[src/rtl/write_dispatcher.sv]
// Descriptor-driven sequencer for an Avalon-MM write master: queues descriptors,
// issues them one at a time through the control port and retires them on control_done.
module write_dispatcher #(
    parameter int AVALON_ADDRESS_WIDTH     = 32,
    parameter int AVALON_BYTE_ENABLE_WIDTH = 4,
    parameter int DESC_DEPTH               = 4,
    parameter int DESC_DEPTH_LOG2          = 2,
    parameter int COUNT_WIDTH              = 16
) (
    input  logic                            M_AVALON_CLK,
    input  logic                            M_AVALON_RSTN,
    input  logic                            desc_valid,
    output logic                            desc_ready,
    input  logic [AVALON_ADDRESS_WIDTH-1:0] desc_base,
    input  logic [AVALON_ADDRESS_WIDTH-1:0] desc_length,
    input  logic                            desc_fixed,
    input  logic                            abort,
    output logic                            control_go,
    output logic [AVALON_ADDRESS_WIDTH-1:0] control_write_base,
    output logic [AVALON_ADDRESS_WIDTH-1:0] control_write_length,
    output logic                            control_fixed_location,
    input  logic                            control_done,
    output logic                            xfer_done,
    output logic                            desc_rejected,
    output logic                            busy,
    output logic [COUNT_WIDTH-1:0]          completed_count,
    output logic [COUNT_WIDTH-1:0]          error_count
);

    localparam int AW      = AVALON_ADDRESS_WIDTH;
    localparam int PW      = DESC_DEPTH_LOG2;
    localparam int BE_LOG2 = $clog2(AVALON_BYTE_ENABLE_WIDTH);
    localparam int EW      = 2 * AW + 1;

    localparam logic [PW-1:0]          PTR_ONE  = PW'(1);
    localparam logic [PW:0]            CNT_ONE  = (PW + 1)'(1);
    localparam logic [PW:0]            CNT_FULL = (PW + 1)'(DESC_DEPTH);
    localparam logic [COUNT_WIDTH-1:0] STAT_ONE = COUNT_WIDTH'(1);

    typedef enum logic [1:0] {
        ST_IDLE   = 2'd0,
        ST_ISSUE  = 2'd1,
        ST_WAIT   = 2'd2,
        ST_RETIRE = 2'd3
    } state_t;

    function automatic logic len_bad(input logic [AW-1:0] len);
        return (len == '0) || (len[BE_LOG2-1:0] != '0);
    endfunction

    state_t                 state_q;
    logic [EW-1:0]          mem_q [DESC_DEPTH];
    logic [PW-1:0]          wr_ptr_q, rd_ptr_q;
    logic [PW:0]            count_q, count_d;
    logic                   full_q, empty_q;
    logic                   control_go_q, xfer_done_q, desc_rejected_q, fixed_q;
    logic [AW-1:0]          base_q, length_q;
    logic [COUNT_WIDTH-1:0] completed_q, error_q;

    logic          accept_s, bad_s, push_s, pop_s;
    logic [EW-1:0] head_s;

    assign accept_s = desc_valid & desc_ready;
    assign bad_s    = len_bad(desc_length);
    assign push_s   = accept_s & ~bad_s;
    // The FSM may only take a new descriptor when it has nothing in flight.
    assign pop_s    = ~empty_q & ((state_q == ST_IDLE) | (state_q == ST_RETIRE));
    assign head_s   = mem_q[rd_ptr_q];

    // Occupancy update for a push, a pop, or both.
    always_comb begin
        count_d = count_q;
        if (push_s && !pop_s) begin
            count_d = count_q + CNT_ONE;
        end else if (!push_s && pop_s) begin
            count_d = count_q - CNT_ONE;
        end else begin
            count_d = count_q;
        end
    end

    // Descriptor storage; abort deasserts desc_ready so no push coincides with a flush.
    always_ff @(posedge M_AVALON_CLK) begin
        if (push_s) begin
            mem_q[wr_ptr_q] <= {desc_fixed, desc_length, desc_base};
        end
    end

    // Queue pointers and registered full/empty flags.
    always_ff @(posedge M_AVALON_CLK or negedge M_AVALON_RSTN) begin
        if (!M_AVALON_RSTN) begin
            wr_ptr_q <= '0;
            rd_ptr_q <= '0;
            count_q  <= '0;
            full_q   <= 1'b0;
            empty_q  <= 1'b1;
        end else if (abort) begin
            wr_ptr_q <= '0;
            rd_ptr_q <= '0;
            count_q  <= '0;
            full_q   <= 1'b0;
            empty_q  <= 1'b1;
        end else begin
            if (push_s) wr_ptr_q <= wr_ptr_q + PTR_ONE;
            if (pop_s)  rd_ptr_q <= rd_ptr_q + PTR_ONE;
            count_q <= count_d;
            full_q  <= (count_d == CNT_FULL);
            empty_q <= (count_d == '0);
        end
    end

    // Dispatch FSM; go and xfer_done are raised on entry to ISSUE and RETIRE.
    always_ff @(posedge M_AVALON_CLK or negedge M_AVALON_RSTN) begin
        if (!M_AVALON_RSTN) begin
            state_q      <= ST_IDLE;
            control_go_q <= 1'b0;
            xfer_done_q  <= 1'b0;
            base_q       <= '0;
            length_q     <= '0;
            fixed_q      <= 1'b0;
            completed_q  <= '0;
        end else begin
            control_go_q <= 1'b0;
            xfer_done_q  <= 1'b0;
            case (state_q)
                ST_IDLE: begin
                    if (pop_s) begin
                        {fixed_q, length_q, base_q} <= head_s;
                        control_go_q <= 1'b1;
                        state_q      <= ST_ISSUE;
                    end
                end
                ST_ISSUE: state_q <= ST_WAIT;
                ST_WAIT: begin
                    if (control_done) begin
                        xfer_done_q <= 1'b1;
                        state_q     <= ST_RETIRE;
                    end
                end
                ST_RETIRE: begin
                    completed_q <= completed_q + STAT_ONE;
                    if (pop_s) begin
                        {fixed_q, length_q, base_q} <= head_s;
                        control_go_q <= 1'b1;
                        state_q      <= ST_ISSUE;
                    end else begin
                        state_q <= ST_IDLE;
                    end
                end
                default: state_q <= ST_IDLE;
            endcase
        end
    end

    // Rejection pulse and error counter for malformed descriptors.
    always_ff @(posedge M_AVALON_CLK or negedge M_AVALON_RSTN) begin
        if (!M_AVALON_RSTN) begin
            desc_rejected_q <= 1'b0;
            error_q         <= '0;
        end else begin
            desc_rejected_q <= accept_s & bad_s;
            if (accept_s && bad_s) error_q <= error_q + STAT_ONE;
        end
    end

    assign desc_ready             = ~full_q & ~abort;
    assign busy                   = ~empty_q | (state_q != ST_IDLE);
    assign control_go             = control_go_q;
    assign control_write_base     = base_q;
    assign control_write_length   = length_q;
    assign control_fixed_location = fixed_q;
    assign xfer_done              = xfer_done_q;
    assign desc_rejected          = desc_rejected_q;
    assign completed_count        = completed_q;
    assign error_count            = error_q;

endmodule
[config.mk]
export PLATFORM = sky130hd
export DESIGN_NAME = write_dispatcher
export DESIGN_NICKNAME = d
export VERILOG_FILES = /design/src/rtl/write_dispatcher.sv
export SDC_FILE = /design/constraint.sdc
export NUM_CORES = 1
export LEC_CHECK = 0
export CAP_MARGIN = 10
export CORE_UTILIZATION = 50
export CTS_BUF_LIST = sky130_fd_sc_hd__clkbuf_2
export CTS_CLUSTER_DIAMETER = 50
export CTS_CLUSTER_SIZE = 8
export DETAILED_ROUTE_END_ITERATION = 7
export DONT_BUFFER_PORTS = 1
export GPL_ROUTABILITY_DRIVEN = 0
export PLACE_DENSITY = 0.71
export SYNTH_ARGS = -nofsm -noshare
export SYNTH_HDL_FRONTEND = slang
export SYNTH_SLANG_ARGS = --single-unit
[constraint.sdc]
create_clock -name M_AVALON_CLK -period 3.45 [get_ports M_AVALON_CLK]
set_clock_uncertainty 0.2 [all_clocks]
set_input_delay 0.345 -clock M_AVALON_CLK [delete_from_list [all_inputs] [get_ports M_AVALON_CLK]]
set_output_delay 0.345 -clock M_AVALON_CLK [all_outputs]
set_load 0.02 [all_outputs]
==> impl_results.md <==
- Asr flop ratio synth: 29.92%
- Max cap viols: 0
- Worst-Margin Slew: 0.7204 ns
- Antenna violations before repair: 2
- ANT nets after route: 0
- Synth top cells by count: 260 x edfxtp_1, 110 x dfrtp_1, 68 x mux2_2
- Syn. warnings: 0
- Tot Pwr: 0.01113 W
- Leakage power: between 5 and 6 nW
- Syn avg cell area: 20.57 um2
- Hold crit path type: in -> reg
- Die height: between 150 and 200 um
- Die X: approximately 170 um
- WP data arrival: about 4.0 ns
- Final setup viols: 0
- Post-route worst setup slack: around 0.081 ns
- Cell count after placement: ~1100
- Worst-path clk slew: 0.16 ns
- Residual DRC: 0
- Yosys cell types: between 40 and 50
- Worst endpoint required time: 4.07 ns
- F_max: 296.8 MHz
- DPL Wire Length: between 15000 and 20000 um
- Post-Syn Nets: between 700 and 800
- GR Overflow Total: 0
- Register area share after synthesis: about 75%
- Top_reg_cell synth: edfxtp_1
- # nets final: 941
- Starting DRT DRC Count: approximately 400
- H-tree depth: 2
- DR vias/cell: 5.484
- RSZ-0062 raised after global routing: no
- Post CTS Setup Buffer Count: 0
- Dpl ws: about 0.8 ns
- First-pass GRT wire length: just over 40000 um
- Core Area: 27780 um2
- Maximum buffer depth of the clock tree: 3
- Row cnt: roughly 60
- Post-Syn Area: 14090 um2
- Number of synthesized flops with an enable pin: 260
- Cts repair resizes: 0
- Outcome: finished clean
- Port Buffers: 0
- Hold Buf Count CTS: between 100 and 150
- Drt pass-1 iters: 4
- Worst Hold Margin: 0.08878 ns
- # IOs: 172
- Final Cycle Share: a little over nine tenths
- Fraction of layout cells with a size suffix above 1: between 20% and 30%
- Tot GR Track Use: around a fifth
- Final cell count without fillers: around 1300
- CTS tree: yes
- CTS Root Cell: clkbuf_2
- Routed wire length: ~27000 um
- Top-area cell type share of the netlist area: a little under three fifths
- Synth top area cells: edfxtp_1 55%, dfrtp_1 20%, mux4_2 10%, mux2_2 5.4%, xnor2_1 1.4%
- Die area: just under 30000 um2
- Area Overhead vs Synth: 16.72%
- PD cells: ~680 nW/um2
- Worst-Skew Late Latency: around 0.87 ns
- CTS sink count: around 370
- VDD IR-drop max: 0.0004642 V
- Cells after Synth: between 600 and 700
- Top-count cell post-synth: edfxtp_1
- Synthesis-stage register bit count: between 300 and 400
- Drt wl/cell: roughly 21 um
- Crit-path max FO: 7
- CP Capture Type: flip-flop
- Synth area leader: edfxtp_1
- Relative slew slack: about half
- Number of global-route vias before repair: approximately 7500
- Initial Util: about 50%
- Critical path class: in -> reg
- Fin Setup TNS: 0 ns
- Final min period: approximately 3.4 ns
- Slew Viols, Final: 0
- Clock buffer count from CTS: 53
- Largest net degree at the start of global routing: about 110
- Crit path launch type: input port
- Final hold vios: 0
- Vias: 6998
==> worst max-delay path, cell delays in order <==
cell and delay, ns:
dlygate4sd3_1 0.53, dlygate4sd3_1 0.65, nor4_2 0.43, nand4_2 0.28, o211ai_2 0.22, dlygate4sd3_1 0.74
nand2_1 0.09, a21oi_1 0.13, dlygate4sd3_1 0.56
==> path summary, 6_finish.rpt <==
path	start	slack, ns	to	cells past startpoint
max	desc_length[26]	0.08	wr_ptr_q[1]$_DFFE_PN0P_	9
min	desc_base[30]	0.09	mem_q[1][30]$_DFFE_PP_	1
max reg2reg	full_q$_DFF_PN0_	0.74	wr_ptr_q[1]$_DFFE_PN0P_	7
min reg2reg	state_q[0]$_DFFE_PN0P_	0.37	state_q[0]$_DFFE_PN0P_	1
max in group asynchronous	M_AVALON_RSTN	2.14	rd_ptr_q[0]$_DFFE_PN0P_	3
min in group asynchronous	M_AVALON_RSTN	0.42	completed_count[6]$_DFFE_PN0N_	3
==> cells in the final DEF (no fill, tap or decap), types with 3 or more instances in the layout <==
| master | n |
|---|---|
| mux4_2 | 65 |
| buf_12 | 5 |
| and2_1 | 4 |
| inv_1 | 12 |
| nand4_1 | 11 |
| and3_1 | 5 |
| nor4_2 | 3 |
| nor4_1 | 3 |
| xor2_1 | 11 |
| ha_1 | 11 |
| edfxtp_1 | 260 |
| clkbuf_2 | 87 |
| nand2_1 | 15 |
| mux2_2 | 68 |
| dfrtp_1 | 108 |
| nand3_1 | 5 |
| nor3_1 | 5 |
| and2_4 | 5 |
| nor2_1 | 13 |
| o21ai_0 | 4 |
| dlygate4sd3_1 | 129 |
| xnor2_1 | 23 |
| buf_4 | 12 |
==> cell families (layout without fill, tap and decap cells) <==
family	count (synthesis)	after routing	share of synthesized area (%)
flip-flops	371	371	75.15
multiplexers	134	134	15.99
AND/OR/NAND/NOR	79	79	3.384
buffers and inverters	39	251	1.261
XOR/XNOR	36	36	2.416
AO/OA/AOI/OAI	14	14	0.7460
adder cells (fa/ha/maj)	12	12	1.057
other	0	1	0
==> layout make-up <==
class / instances / area [um2]
Fill cell: 2014 / 11340
Sequential cell: 371 / 10590
Multi-Input combinational cell: 275 / 3336
Timing Repair Buffer: 147 / 1509
Tap cell: 378 / 473.0
Clock buffer: 87 / 435.4
Clock inverter: 5 / 48.80
Inverter: 12 / 45.04
Antenna cell: 1 / 2.502
==> metrics by stage <==
| stage | util (%) | area [um2] |
|---|---|---|
| floorplan | - | 14090 |
| global placement | 52.69 | 14640 |
| detailed placement | 52.69 | 14640 |
| CTS | 59.00 | 16390 |
| global route | 59.19 | 16440 |
| finish | 59.19 | 16440 |
==> registers in the layout, summed over array words and instances (netlist names) <==
name,count
completed_count,16
control_fixed_location,1
control_go,1
control_write_base,32
control_write_length,32
count_q,3
desc_rejected,1
empty_q,1
error_count,16
full_q,1
mem_q,260
rd_ptr_q,2
state_q,2
wr_ptr_q,2
xfer_done,1
==> where the power goes <==
group / switching (W) / total (W) / internal, W
registers: 0.00114 / 0.00647 / 0.00533
clock network: 0.00144 / 0.00216 / 0.000724
logic: 0.00104 / 0.00250 / 0.00146
total: 0.00361 / 0.0111 / 0.00752
==> metal layers <==
layer	up-vias	share of wire (%)	wire, um	track usage (%)
li1	3065	-	-	-
met1	3654	40	10850	23.89
met2	233	51	13730	32.61
met3	46	6.6	1776	4.884
met4	0	2.0	550	5.719
met5	-	0	0	0
No activity file was read; power rests on OpenSTA's default activity.
